==> config.mk <==
export PLATFORM = sky130hd
export DESIGN_NAME = sh7604_bsc_lite
export DESIGN_NICKNAME = d
export VERILOG_FILES = /design/src/rtl/sh7604_bsc_lite.sv
export SDC_FILE = /design/constraint.sdc
export NUM_CORES = 1
export LEC_CHECK = 0
export CORE_AREA = 2 2 137 139
export DETAILED_ROUTE_END_ITERATION = 16
export DIE_AREA = 0 0 139 141
export RECOVER_POWER = 100
export SETUP_SLACK_MARGIN = 0.02
export SLEW_MARGIN = 30
export SYNTH_ARGS = -nofsm -noshare
export SYNTH_HDL_FRONTEND = slang
export SYNTH_SLANG_ARGS = --single-unit
==> constraint.sdc <==
create_clock -name CLK -period 5.6 [get_ports CLK]
set_clock_uncertainty 0.2 [all_clocks]
set_input_delay 0.56 -clock CLK [delete_from_list [all_inputs] [get_ports CLK]]
set_output_delay 0.56 -clock CLK [all_outputs]
set_load 0.01 [all_outputs]
==> src/rtl/sh7604_bsc_lite.sv <==
// sh7604_bsc_lite: bus state controller behind the SH7604 DMAC.
// Converts each DBUS request into an external memory cycle
// (T1 address, TW wait, T2 data), with a programmable wait count and
// MEM_RDY extension. Supports single transfers and 4-longword wrapping bursts.
//
// Ports:
//   CLK, RST            clock, asynchronous active-high reset
//   CE_R                rising-phase clock enable; state advances only when 1
//   DBUS_A/DO/BA/WE     requester address, write data, byte enables, write
//   DBUS_REQ/BURST/LOCK request, 4-beat burst, keep bus (no TH)
//   DBUS_DI             registered read data
//   DBUS_WAIT           stall to requester
//   BSC_ACK             data-phase strobe (high in T2)
//   MEM_A/DO/BE/WE/REQ  external cycle outputs
//   MEM_DI, MEM_RDY     external read data and ready
//   DBG_STATE, DBG_LOCK FSM state and lock flag for observation
//
// Handshake: the requester holds DBUS_REQ and its qualifiers; each beat is
// accepted in the CE_R period where DBUS_WAIT=0 (state T2), which is also
// the period BSC_ACK=1. Read data is valid on DBUS_DI in that same period.
module sh7604_bsc_lite #(
  parameter int unsigned WAIT_CYCLES = 1,
  parameter int unsigned BURST_TW    = 0
) (
  input  logic        CLK,
  input  logic        RST,
  input  logic        CE_R,
  input  logic [31:0] DBUS_A,
  input  logic [31:0] DBUS_DO,
  input  logic [3:0]  DBUS_BA,
  input  logic        DBUS_WE,
  input  logic        DBUS_REQ,
  input  logic        DBUS_BURST,
  input  logic        DBUS_LOCK,
  output logic [31:0] DBUS_DI,
  output logic        DBUS_WAIT,
  output logic        BSC_ACK,
  output logic [31:0] MEM_A,
  output logic [31:0] MEM_DO,
  output logic [3:0]  MEM_BE,
  output logic        MEM_WE,
  output logic        MEM_REQ,
  input  logic [31:0] MEM_DI,
  input  logic        MEM_RDY,
  output logic [2:0]  DBG_STATE,
  output logic        DBG_LOCK
);

  typedef enum logic [2:0] {
    S_TI = 3'd0,
    S_T1 = 3'd1,
    S_TW = 3'd2,
    S_T2 = 3'd3,
    S_TH = 3'd4
  } bsc_state_t;

  localparam logic [2:0] LP_WAIT = 3'(WAIT_CYCLES);
  localparam logic [2:0] LP_BTW  = 3'(BURST_TW);

  bsc_state_t  r_state;
  bsc_state_t  w_next;
  logic [2:0]  r_cnt;
  logic [2:0]  w_cnt;
  logic [1:0]  r_beat;
  logic        r_burst;
  logic        r_lock;
  logic        r_we;
  logic [31:0] r_a;
  logic [31:0] r_do;
  logic [3:0]  r_be;
  logic [31:0] r_di;
  logic        w_start;
  logic        w_adv;
  logic        w_lock_set;
  logic        w_cap;

  // The counter is decremented on the edge that enters TW, so a load of N
  // yields exactly N TW periods before MEM_RDY is sampled.
  always_comb begin
    w_next     = r_state;
    w_cnt      = r_cnt;
    w_start    = 1'b0;
    w_adv      = 1'b0;
    w_lock_set = 1'b0;
    case (r_state)
      S_TI: begin
        if (DBUS_REQ) begin
          w_next  = S_T1;
          w_start = 1'b1;
          w_cnt   = LP_WAIT;
        end
      end
      S_T1: begin
        if (r_cnt != 3'd0) begin
          w_next = S_TW;
          w_cnt  = r_cnt - 3'd1;
        end else if (MEM_RDY) begin
          w_next = S_T2;
        end else begin
          w_next = S_TW;
        end
      end
      S_TW: begin
        if (r_cnt != 3'd0) begin
          w_cnt = r_cnt - 3'd1;
        end else if (MEM_RDY) begin
          w_next = S_T2;
        end
      end
      S_T2: begin
        if (r_burst && (r_beat != 2'd3)) begin
          w_adv = 1'b1;
          if (LP_BTW != 3'd0) begin
            w_next = S_TW;
            w_cnt  = LP_BTW - 3'd1;
          end else if (MEM_RDY) begin
            w_next = S_T2;
          end else begin
            w_next = S_TW;
            w_cnt  = 3'd0;
          end
        end else if (DBUS_LOCK) begin
          // Locked: skip TH so the next request starts after a single TI.
          w_next     = S_TI;
          w_lock_set = 1'b1;
        end else begin
          w_next = S_TH;
        end
      end
      S_TH:    w_next = S_TI;
      default: w_next = S_TI;
    endcase
  end

  // Every entry into T2 on a read (first beat or later burst beats) captures.
  assign w_cap = (w_next == S_T2) && !r_we;

  always_ff @(posedge CLK or posedge RST) begin
    if (RST) begin
      r_state <= S_TI;
    end else if (CE_R) begin
      r_state <= w_next;
    end
  end

  always_ff @(posedge CLK or posedge RST) begin
    if (RST) begin
      r_cnt   <= 3'd0;
      r_beat  <= 2'd0;
      r_burst <= 1'b0;
      r_lock  <= 1'b0;
      r_we    <= 1'b0;
      r_a     <= 32'd0;
      r_do    <= 32'd0;
      r_be    <= 4'd0;
      r_di    <= 32'd0;
    end else if (CE_R) begin
      r_cnt <= w_cnt;
      if (w_start) begin
        r_a     <= DBUS_A;
        r_be    <= DBUS_BA;
        r_we    <= DBUS_WE;
        r_do    <= DBUS_DO;
        r_burst <= DBUS_BURST;
        r_beat  <= 2'd0;
        r_lock  <= 1'b0;
      end
      if (w_adv) begin
        // Wrap within the 16-byte line; only address bits 3:2 move.
        r_beat    <= r_beat + 2'd1;
        r_a[3:2]  <= r_a[3:2] + 2'd1;
        r_do      <= DBUS_DO;
        r_be      <= DBUS_BA;
      end
      if (w_lock_set) begin
        r_lock <= 1'b1;
      end
      if (w_cap) begin
        r_di <= MEM_DI;
      end
    end
  end

  assign DBUS_DI   = r_di;
  assign DBUS_WAIT = DBUS_REQ && (r_state != S_T2);
  assign BSC_ACK   = (r_state == S_T2);
  assign MEM_REQ   = (r_state == S_T1) || (r_state == S_TW) || (r_state == S_T2);
  assign MEM_A     = r_a;
  assign MEM_DO    = r_do;
  assign MEM_BE    = r_be;
  assign MEM_WE    = r_we;
  assign DBG_STATE = r_state;
  assign DBG_LOCK  = r_lock;

endmodule

After elaboration in Yosys (flattened, before gate mapping)
Cells that the tools add are included.
Cells by class
  muxes and demuxes: 30
  reduce and logical (&&, ||, !) cells: 17
  equal/unequal tests: 10
  add/subtract/negate cells: 3
Operators with widths (count)
  2-to-1 mux 32 bit: 2
  2-to-1 mux 3 bit: 9
  2-to-1 mux 4 bit: 3
  one-hot mux 3 bit (4 select lines): 1
  2-to-1 mux 1 bit: 11
  equality test 3 x 2 -> 1 bit (second input constant): 3
  one-hot mux 3 bit (3 select lines): 1
  AND reduction 2 bit: 4
  2-to-1 mux 2 bit: 3
  inequality test 2 bit (second input constant): 3
  AND reduction 6 bit: 1
  nonzero test 3 bit: 2
  adder 2 x 1 -> 2 bit (second input constant): 2
  inequality test 2 x 1 -> 1 bit (second input constant): 2
  nonzero test 2 bit: 2
  equality test 3 x 1 -> 1 bit (second input constant): 1
  logical AND 1 bit: 3
  zero test 3 bit: 1
  inequality test 3 x 2 -> 1 bit (second input constant): 1
  subtractor 3 x 1 -> 3 bit (second input constant): 1
  logical OR 1 bit: 2
  OR reduction 2 bit: 1
  zero test 1 bit: 1
Word-level totals
  logic and storage cells: 71
  bits in registers: 111
  input bits: 108

Logic depth before layout (Yosys ltp)
Gate-level depths: netlist of run 1.
  word-level depth: 7
  gate-level depth with buffers: 8
  depth with buffers taken out: 6

Worst setup path before layout of run 1
Ideal clock, no wire load.
  path kind: flip-flop to flip-flop
  from: register r_beat[0]
  to: register r_di[0] (netlist: DBUS_DI[0])
  required time: 5275 ps
  path slack: 3162 ps
  clock period less this slack: 2438 ps
  data arrival time: 2113 ps
  cell stages (with the launch flop): 8
  setup time: 125 ps
  path through: dfrtp_1 > ha_1 > nand2b_1 > clkbuf_1 > a2111o_1 > a2111o_1 > buf_6 > mux2_4
Between the ends
  word-level cells in the longest chain between the ends: 7
RTL lines
  start, declared: line 64  | logic [1:0] r_beat;
  start signal, assigned: line 170  | r_beat <= r_beat + 2'd1;
  inequality test 2 bit: line 111  | if (r_burst && (r_beat != 2'd3)) begin
  logical AND 1 bit: line 111
  2-to-1 mux 3 bit: line 111
  one-hot mux 3 bit (4 select lines): line 85  | case (r_state)
  equality test 3 x 2 -> 1 bit: line 136  | assign w_cap = (w_next == S_T2) && !r_we;
  logical AND 1 bit: line 136
  AND reduction 2 bit (no line)
  end signal, assigned: line 156  | r_di <= 32'd0;
  end signal, assigned: line 179  | r_di <= MEM_DI;
  end, declared: line 71  | logic [31:0] r_di;
No other way between the ends.
A chain may end at the register's enable or synchronous reset.

Worst setup path after layout of run 1
  from: input port DBUS_REQ
  to: register r_do[10] (netlist: MEM_DO[10])
Between the ends
  word-level cells in the longest chain between the ends: 4
RTL lines
  start, declared: line 32  | input logic DBUS_REQ,
  2-to-1 mux 1 bit: line 87  | if (DBUS_REQ) begin
  2-to-1 mux 1 bit: line 85
  nonzero test 2 bit (no line)
  AND reduction 2 bit (no line)
  end signal, assigned: line 154  | r_do <= 32'd0;
  end signal, assigned: line 163  | r_do <= DBUS_DO;
  end signal, assigned: line 172  | r_do <= DBUS_DO;
  end, declared: line 69  | logic [31:0] r_do;
No other way between the ends.

==> results of run 1 <==
-- per-layer routing --
layer / track usage [%] / part of all wire, %
met5: 0 / 0
met4: 3.828 / 1.5
met3: 4.450 / 8.1
met2: 19.94 / 50
met1: 13.94 / 41
-- placed cells by master, fill, tap and decap left out, drive strengths merged, types with 3 or more instances in the layout --
master	count
mux2	102
dlygate4sd3	111
nand2	7
nor2	9
ha	3
nand2b	3
inv	7
nor3	3
clkbuf	12
clkinv	3
dfrtp	111
clkdlybuf4s50	104
-- report_power, final --
group / internal (mW) / switching [mW]
Combinational: 0.924 / 0.635
Clock: 0.403 / 0.290
Sequential: 1.19 / 0.204
-- sequential cells by signal (all words and copies together) (netlist names) --
name,cells
r_burst,1
MEM_DO,32
r_beat,2
DBUS_DI,32
DBG_LOCK,1
MEM_BE,4
MEM_WE,1
MEM_A,32
DBG_STATE,3
r_cnt,3
-- final timing paths --
check | to | cells past startpoint
min in group asynchronous | DBUS_DI[27] | 2
worst min register to register | DBUS_DI[8] | 1
worst max-delay path | MEM_DO[10] | 6
worst max register to register | MEM_DO[10] | 6
max in group asynchronous | MEM_DO[28] | 3
worst min-delay path | DBUS_DI[8] | 1
-- through the flow --
| stage | util [%] | hold slack [ns] | area [um2] |
|---|---|---|---|
| 6_report | 38.82 | 0.2850 | 7091 |
| 5_1_grt | 38.82 | 0.3131 | 7091 |
| 4_1_cts | 39.45 | 0.2911 | 7206 |
| 3_5_place_dp | 37.68 | 0.2760 | 6884 |
| 3_3_place_gp | 37.68 | 0.2712 | 6884 |
| 2_1_floorplan | - | 0.2510 | 4484 |
-- kinds of logic after synthesis --
| logic type | count (synthesis) | share of synthesized area (%) |
|---|---|---|
| compound gates | 17 | 3.013 |
| xor+xnor | 1 | 0.1953 |
| fa+ha+maj | 3 | 0.8371 |
| buf+inv | 21 | 2.427 |
| flops | 111 | 61.94 |
| mux | 104 | 28.57 |
| simple gates | 28 | 3.013 |
-- layout make-up --
cell class	instances	area, um2	share of cell area [%]
clock inverter	5	82.58	1.165
timing repair buffer	219	2175	30.67
sequential	111	2778	39.17
multi-input combinational	153	1493	21.05
inverter	8	31.28	0.4412
tap	234	292.8	4.129
clock buffer	10	239.0	3.370
==> reports/summary.txt, run 1 <==
Rows: 50
H-tree levels: 3
Critical Path Source: DBUS_REQ
Finish-stage setup viols: 0
Fin Setup TNS: 0 ns
drt total wl: 11.38 mm
worst r2r src: r_beat[0]
Post-Synthesis Cells: 285
critical path, cell by cell: dlygate4sd3_1 > or3b_1 > o21a_1 > nor2_1 > buf_4 > mux2_2
peak supply drop: 0.0002025 V
layout cells sized above 1: 17.79%
port bufs: 215
setup bufs post-CTS: 0
# resized after CTS: 0
DP Wirelength: 8.479 mm
core area: 0.01827 mm2
CP bufs+invs: 2
syn_nets: 396
Post-synth EDFFs: 0
clock root buffer master: clkbuf_16
unrepaired setup endpoints after global routing: no
final hold vios: 0
clk slew on worst S/H paths: 0.07 ns
CP top delay family: simple AND/OR/NAND/NOR gates
Slew headroom: -56.48%
Startpoint Class: primary input
Worst-Skew Late Latency: 0.35 ns
P&R area growth vs syn: 58.12%
Nets: 613
worst slack, placed: 2.206 ns
Most used DFF post-synth: dfrtp_1
crit path kind: in2reg
synth unique cells: 32
worst-path fanout max: 24
fillers: 1734
Die Span X: 139 um
most numerous cell in the Yosys netlist: dfrtp_1
total gr overflow: 0
vias in the first global route: 3339
I/O pin cnt: 216
Routed Antenna Nets: 0
HP Class: reg2reg
Initial Util: 24.55%
leak pwr: 3.047 nW
dpl cells: 724
status: complete, but fails checks
largest net degree at the start of global routing: 60
Residual DRC: 0
CP arrival: 3.74 ns
CTS Buf Count: 9
PwrDens: 514.7 mW/mm2
hold path startpoint: DBUS_DI[8]
fmax: 0.2695 GHz
reg2reg setup slack: 2.13 ns
vias per cell: 4.181
Tcrit/Tclk final: 66.27%
Crit. End Element: flop
crit path time final: 3.711 ns
CP peak stage delay: 1.14 ns
Syn Area/Cell: 15.73 um2
Commonest cells post-synth: dfrtp_1, mux2_2, mux2_4, nor2_1, inv_1
Slew @ Worst Pin: 2.334 ns
CTS tree: built
Yosys top cell by area: dfrtp_1
Max-Cap Viols: 2
CP max-delay cell: nor2_1
Vias: 3094
Die Y: 141 um
mapped cell area: 0.004484 mm2
post-synth top area share: 61.94%
register bit count reported by yosys: 111
ys async rst share: 100.0%
failing checks: max-capacitance violations, max-slew violations
max-slew violation count: 71
Initial DRC Count: 78
gpl congestion: 0.7721
total track usage: 11.80%
Finished Layout Cells: 740
DRT Pass-1 Iters: 5
post-layout worst setup margin: 1.889 ns
sequential fraction of the synthesis area: 61.94%
top area cells in the synthesized netlist: dfrtp_1, mux2_2, mux2_4
first-pass GRT wire length: 18.09 mm
initial antenna violation count: 0
DIE AREA: 0.01960 mm2
hold-fix buffers at CTS: 0
# diodes: 0
Routed WL per cell: 15.37 um
Power, Total: 3.649 mW
TritonCTS Sinks: 111
clk buf depth: 2
Yosys warnings: 0
CP required: 5.63 ns
No activity file was read; power rests on OpenSTA's default activity.
==> inputs of run 2 (changes only) <==
==> constraint.sdc (replaced) <==
create_clock -name CLK -period 3.26 [get_ports CLK]
set_clock_uncertainty 0.2 [all_clocks]
set_input_delay 0.326 -clock CLK [delete_from_list [all_inputs] [get_ports CLK]]
set_output_delay 0.326 -clock CLK [all_outputs]
set_load 0.01 [all_outputs]
==> run 2 against run 1 <==
Effect of this change:
- the run still ends with max-capacitance violations, max-slew violations left
- sequential power grew 72%
- first-iteration DRC count shrank 21%
- global-route usage is essentially flat
- wire length grew 0.42%
- non-clock buffer count grew 2
- register-to-register slack lost 1.5 ns
- via count grew 0.97%
- sequential share of layout area shrank 0.13 points
- clock power grew 71%
- critical path type is now reg2reg
- critical endpoint is now MEM_BE[3]
==> reports/summary.txt, run 2 (synthesis results as in run 1) <==
Residual DRC: 0
Slew headroom: -0.7215%
total track usage: 11.80%
GR met2 Demand/Resource: 19.52%
Worst-Skew Late Latency: 0.34 ns
Routed Antenna Nets: 0
crit path kind: reg2reg
CTS Buf Count: 9
first-pass GRT wire length: 18.23 mm
clk slew on worst S/H paths: 0.07 ns
initial antenna violation count: 0
Fin Setup TNS: 0 ns
Tcrit/Tclk final: 81.31%
Seq pwr share: 38.4%
Slew @ Worst Pin: 1.511 ns
Finished Layout Cells: 743
# diodes: 0
worst slack, placed: 0.3875 ns
vias in the first global route: 3462
hold-fix buffers at CTS: 0
Startpoint Class: flop
status: complete, but fails checks
Nets: 615
dpl cells: 727
PwrDens: 882.4 mW/mm2
I/O pin cnt: 216
Sw Pwr: 1.961 mW
worst-path fanout max: 22
H-tree levels: 3
Max-Cap Viols: 1
commonest cells after routing, fill and taps aside: dfrtp_1, dlygate4sd3_1, clkdlybuf4s50_1, mux2_2, mux2_1
most utilized layer in the global route result: met2
setup bufs post-CTS: 0
Initial Util: 24.55%
post-layout worst setup margin: 0.6092 ns
final hold vios: 0
CP arrival: 2.68 ns
clock network power share: 18.8%
P&R area growth vs syn: 58.65%
DIE AREA: 0.01960 mm2
Design Area, Final: 0.007114 mm2
drt total wl: 11.42 mm
clk buf depth: 2
Crit. End Element: flop
peak supply drop: 0.0003876 V
largest net degree at the start of global routing: 112
Vias: 3124
max-slew violation count: 111
DP Area: 0.006933 mm2
Pint: 4.317 mW
Rows: 50
core area: 0.01827 mm2
failing checks: max-capacitance violations, max-slew violations
met3 Use GR: 4.925%
Die Span X: 139 um
Initial DRC Count: 62
Sw Ratio: 31.24%
Routed WL per cell: 15.38 um
total gr overflow: 0
fmax: 0.3772 GHz
leak pwr: 3.054 nW
crit path time final: 2.651 ns
layout cells sized above 1: 18.27%
port bufs: 215
# resized after CTS: 0
met1 Usage GRT: 13.96%
Die Y: 141 um
most common cell after layout, fill and taps aside: dfrtp_1
CP required: 3.29 ns
TritonCTS Sinks: 111
DP Wirelength: 8.449 mm
CTS tree: built
gpl congestion: 0.7967
clock root buffer master: clkbuf_16
HP Class: reg2reg
DRT Pass-1 Iters: 4
vias per cell: 4.205
unrepaired setup endpoints after global routing: no
Finish-stage setup viols: 0
Comb pwr share: 42.8%
Power, Total: 6.278 mW
-- run 2: changes by cell type in the layout (fill, tap and decap cells not counted), sizes merged --
cell / previous run / this run
clkbuf: 12 / 13
clkdlybuf4s50: 104 / 106
clkinvlp: 1 / 2
dlygate4sd3: 111 / 109
inv: 7 / 8
-- run 2: metal layers --
layer | routed length (um) | share of wire [%] | vias up
met1 | 4564 | 40 | 1542
met5 | 0 | 0 | -
met4 | 172 | 1.5 | 0
li1 | - | - | 1446
met3 | 974 | 8.5 | 14
met2 | 5712 | 50 | 122
-- run 2: final timing paths --
path                           start         end  slack, ns  cells after the start
min                         DBG_LOCK    DBG_LOCK       0.29                      1
min reg2reg                 DBG_LOCK    DBG_LOCK       0.29                      1
max reg2reg                r_beat[0]   MEM_BE[3]       0.61                      6
min in group asynchronous        RST  MEM_DO[25]       0.81                      3
max                        r_beat[0]   MEM_BE[3]       0.61                      6
max in group asynchronous        RST   MEM_A[26]       1.11                      3
-- run 2: power groups by stage --
stage	clock (mW)	combinational, mW	sequential [mW]
after global placement	0	3.10	2.44
after floorplan	0	1.13	2.71
after CTS	1.24	3.16	2.46
after global routing	1.30	2.89	2.52
final	1.18	2.69	2.41
after detailed placement	0	3.16	2.46
-- run 2: critical path, cell delays in order (launching register included) --
cell and delay (ns):
dfrtp_1 0.40, ha_1 0.19, nand2b_1 0.26, o21a_1 0.28
nor2_1 0.20, clkbuf_2 0.58, mux2_2 0.41
-- run 2: final cells by class --
cell class | instances | area, um2
repair buffers | 221 | 2200
clock inverters | 7 | 95.09
fillers | 1753 | 11150
flip-flops and latches | 111 | 2778
well taps | 234 | 292.8
multi-input cells | 153 | 1490
inverters | 8 | 33.78
clock buffers | 9 | 225.2
-- run 2: per-stage QoR --
| stage | hold slack, ns | util [%] |
|---|---|---|
| 2_1_floorplan | 0.2224 | - |
| 3_3_place_gp | 0.2710 | 37.95 |
| 3_5_place_dp | 0.2841 | 37.95 |
| 4_1_cts | 0.3009 | 39.71 |
| 5_1_grt | 0.3066 | 38.95 |
| 6_report | 0.2906 | 38.95 |
==> inputs of run 3 (changes only) <==
==> constraint.sdc (replaced) <==
create_clock -name CLK -period 2.2 [get_ports CLK]
set_clock_uncertainty 0.2 [all_clocks]
set_input_delay 0.22 -clock CLK [delete_from_list [all_inputs] [get_ports CLK]]
set_output_delay 0.22 -clock CLK [all_outputs]
set_load 0.01 [all_outputs]
==> run 3 against run 2 <==
Effect of this change:
- the flow finishes with violations (negative setup slack)
- sequential share of layout area shrank 2.8 points
- global-route usage shrank 0.29 points
- first-iteration DRC count grew 44%
- fmax grew 14%
- sequential cell count is the same
- utilization grew 3.0 points
- die area is the same
- final cell count grew 3.8%
- critical path type unchanged
- non-clock buffer count grew 28
- worst hold slack lost 0.018 ns
==> reports/summary.txt, run 3 (synthesis results as in run 1) <==
Nets: 643
commonest cells after routing, fill and taps aside: clkdlybuf4s50_1, dfrtp_1, mux2_4, mux2_2, buf_4
Reg2Reg Capture Point: DBUS_DI[31]
Initial DRC Count: 89
CP bufs+invs: 1
clk slew on worst S/H paths: 0.07 ns
initial antenna violation count: 0
largest net degree at the start of global routing: 112
post-layout worst setup margin: -0.1303 ns
reg2reg setup slack: -0.13 ns
leak pwr: 3.379 nW
crit path time final: 2.330 ns
core area: 0.01827 mm2
Routed WL per cell: 15.91 um
worst r2r src: r_beat[1]
vias per cell: 4.182
worst slack, placed: -0.3308 ns
final hold vios: 0
P&R area growth vs syn: 70.87%
CP peak stage delay: 0.39 ns
CP max-delay cell: dfrtp_1
DP Wirelength: 8.239 mm
Slew headroom: 7.366%
DRT Pass-1 Iters: 4
TritonCTS Sinks: 111
crit path kind: reg2reg
Initial Util: 24.55%
worst-path fanout max: 32
Vias: 3224
layout cells sized above 1: 29.05%
Residual DRC: 0
PwrDens: 1370 mW/mm2
clock root buffer master: clkbuf_16
Slew @ Worst Pin: 1.390 ns
failing checks: negative setup slack
total gr overflow: 0
CP required: 2.22 ns
drt total wl: 12.27 mm
Finished Layout Cells: 771
Critical Path Source: r_beat[1]
first-pass GRT wire length: 18.06 mm
total track usage: 11.51%
peak supply drop: 0.0006027 V
H-tree levels: 3
clk buf depth: 2
Design Area, Final: 0.007662 mm2
Routed Antenna Nets: 0
CP top delay family: compound AO/OA/AOI/OAI gates
Crit. End Element: flop
Worst-Skew Late Latency: 0.34 ns
dpl cells: 744
unrepaired setup endpoints after global routing: yes
I/O pin cnt: 216
WHS: 0.2724 ns
HP Class: in2reg
vias in the first global route: 3365
Power, Total: 10.50 mW
# diodes: 0
gpl congestion: 0.7544
Die Span X: 139 um
critical path, cell by cell: ha_2 > nand2b_4 > a2111o_1 > a2111o_2 > buf_12 > mux2_1
max-slew violation count: 0
Critical path destination: DBUS_DI[31]
Max-Cap Viols: 0
Die Y: 141 um
port bufs: 215
status: complete, but fails checks
DIE AREA: 0.01960 mm2
Startpoint Class: flop
fmax: 0.4291 GHz
Worst path depth: 6
Fin Setup TNS: -3.611 ns
CP arrival: 2.35 ns
Rows: 50
Final Core Density: 41.95%
Worst Reg-to-Reg Cells: 6
Tcrit/Tclk final: 105.9%
CTS Buf Count: 9
Finish-stage setup viols: 33
DP Area: 0.007108 mm2
most common cell after layout, fill and taps aside: clkdlybuf4s50_1
CTS tree: built
-- run 3: changes by cell type in the layout (fill, tap and decap cells not counted), sizes merged --
cell	previous run	this run
dlygate4sd2	0	2
bufinv	2	1
clkdlybuf4s50	106	212
dlygate4sd3	109	0
clkbuf	13	16
clkinvlp	2	1
buf	2	31
inv	8	7
-- run 3: cell type report --
cell class	count	area (um2)
Clock inverter	4	45.04
Clock buffer	12	246.5
Inverter	8	33.78
Timing Repair Buffer	249	2539
Fill cell	1663	10610
Tap cell	234	292.8
Multi-Input combinational cell	153	1728
Sequential cell	111	2778
-- run 3: worst register-to-register path, delay by kind of cell (launching register included) --
family | cells | cell delay (ns)
adders and majority gates | 1 | 0.18
and+or+nand+nor | 1 | 0.16
buffers and inverters | 1 | 0.20
muxes | 1 | 0.35
AOI/OAI and AO/OA | 2 | 0.76
DFF | 1 | 0.39
-- run 3: timing repair --
action	4_1_cts	5_1_grt
setup endpoints to repair	35	69
cloned	0	5
setup buffers	1	5
resized for setup	3	35
pin swaps	0	1
hold buffers	0	0
-- run 3: worst min path at each step --
stage	depth (start not counted)	slack, ns	startpoint	to
floorplan	1	0.12	DBUS_LOCK	DBG_STATE[2]
global placement	1	0.27	r_cnt[0]	r_cnt[0]
detailed placement	1	0.27	r_cnt[0]	r_cnt[0]
CTS	3	0.23	RST	MEM_A[17]
global route	2	0.26	MEM_DI[30]	DBUS_DI[30]
finish	2	0.27	MEM_DI[31]	DBUS_DI[31]
-- run 3: per-layer routing --
layer,routed length (um),global-route usage [%],vias to the layer above
met1,5409,14.67,1584
li1,-,-,1494
met4,265,4.944,0
met2,5799,18.17,131
met3,792,3.533,15
met5,0,0,-
-- run 3: report_power, final --
group,internal (mW),switching (mW),total (mW)
Clock,0.911,0.722,1.63
Combinational,3.44,1.80,5.25
Sequential,3.04,0.573,3.62
Total,7.40,3.10,10.5
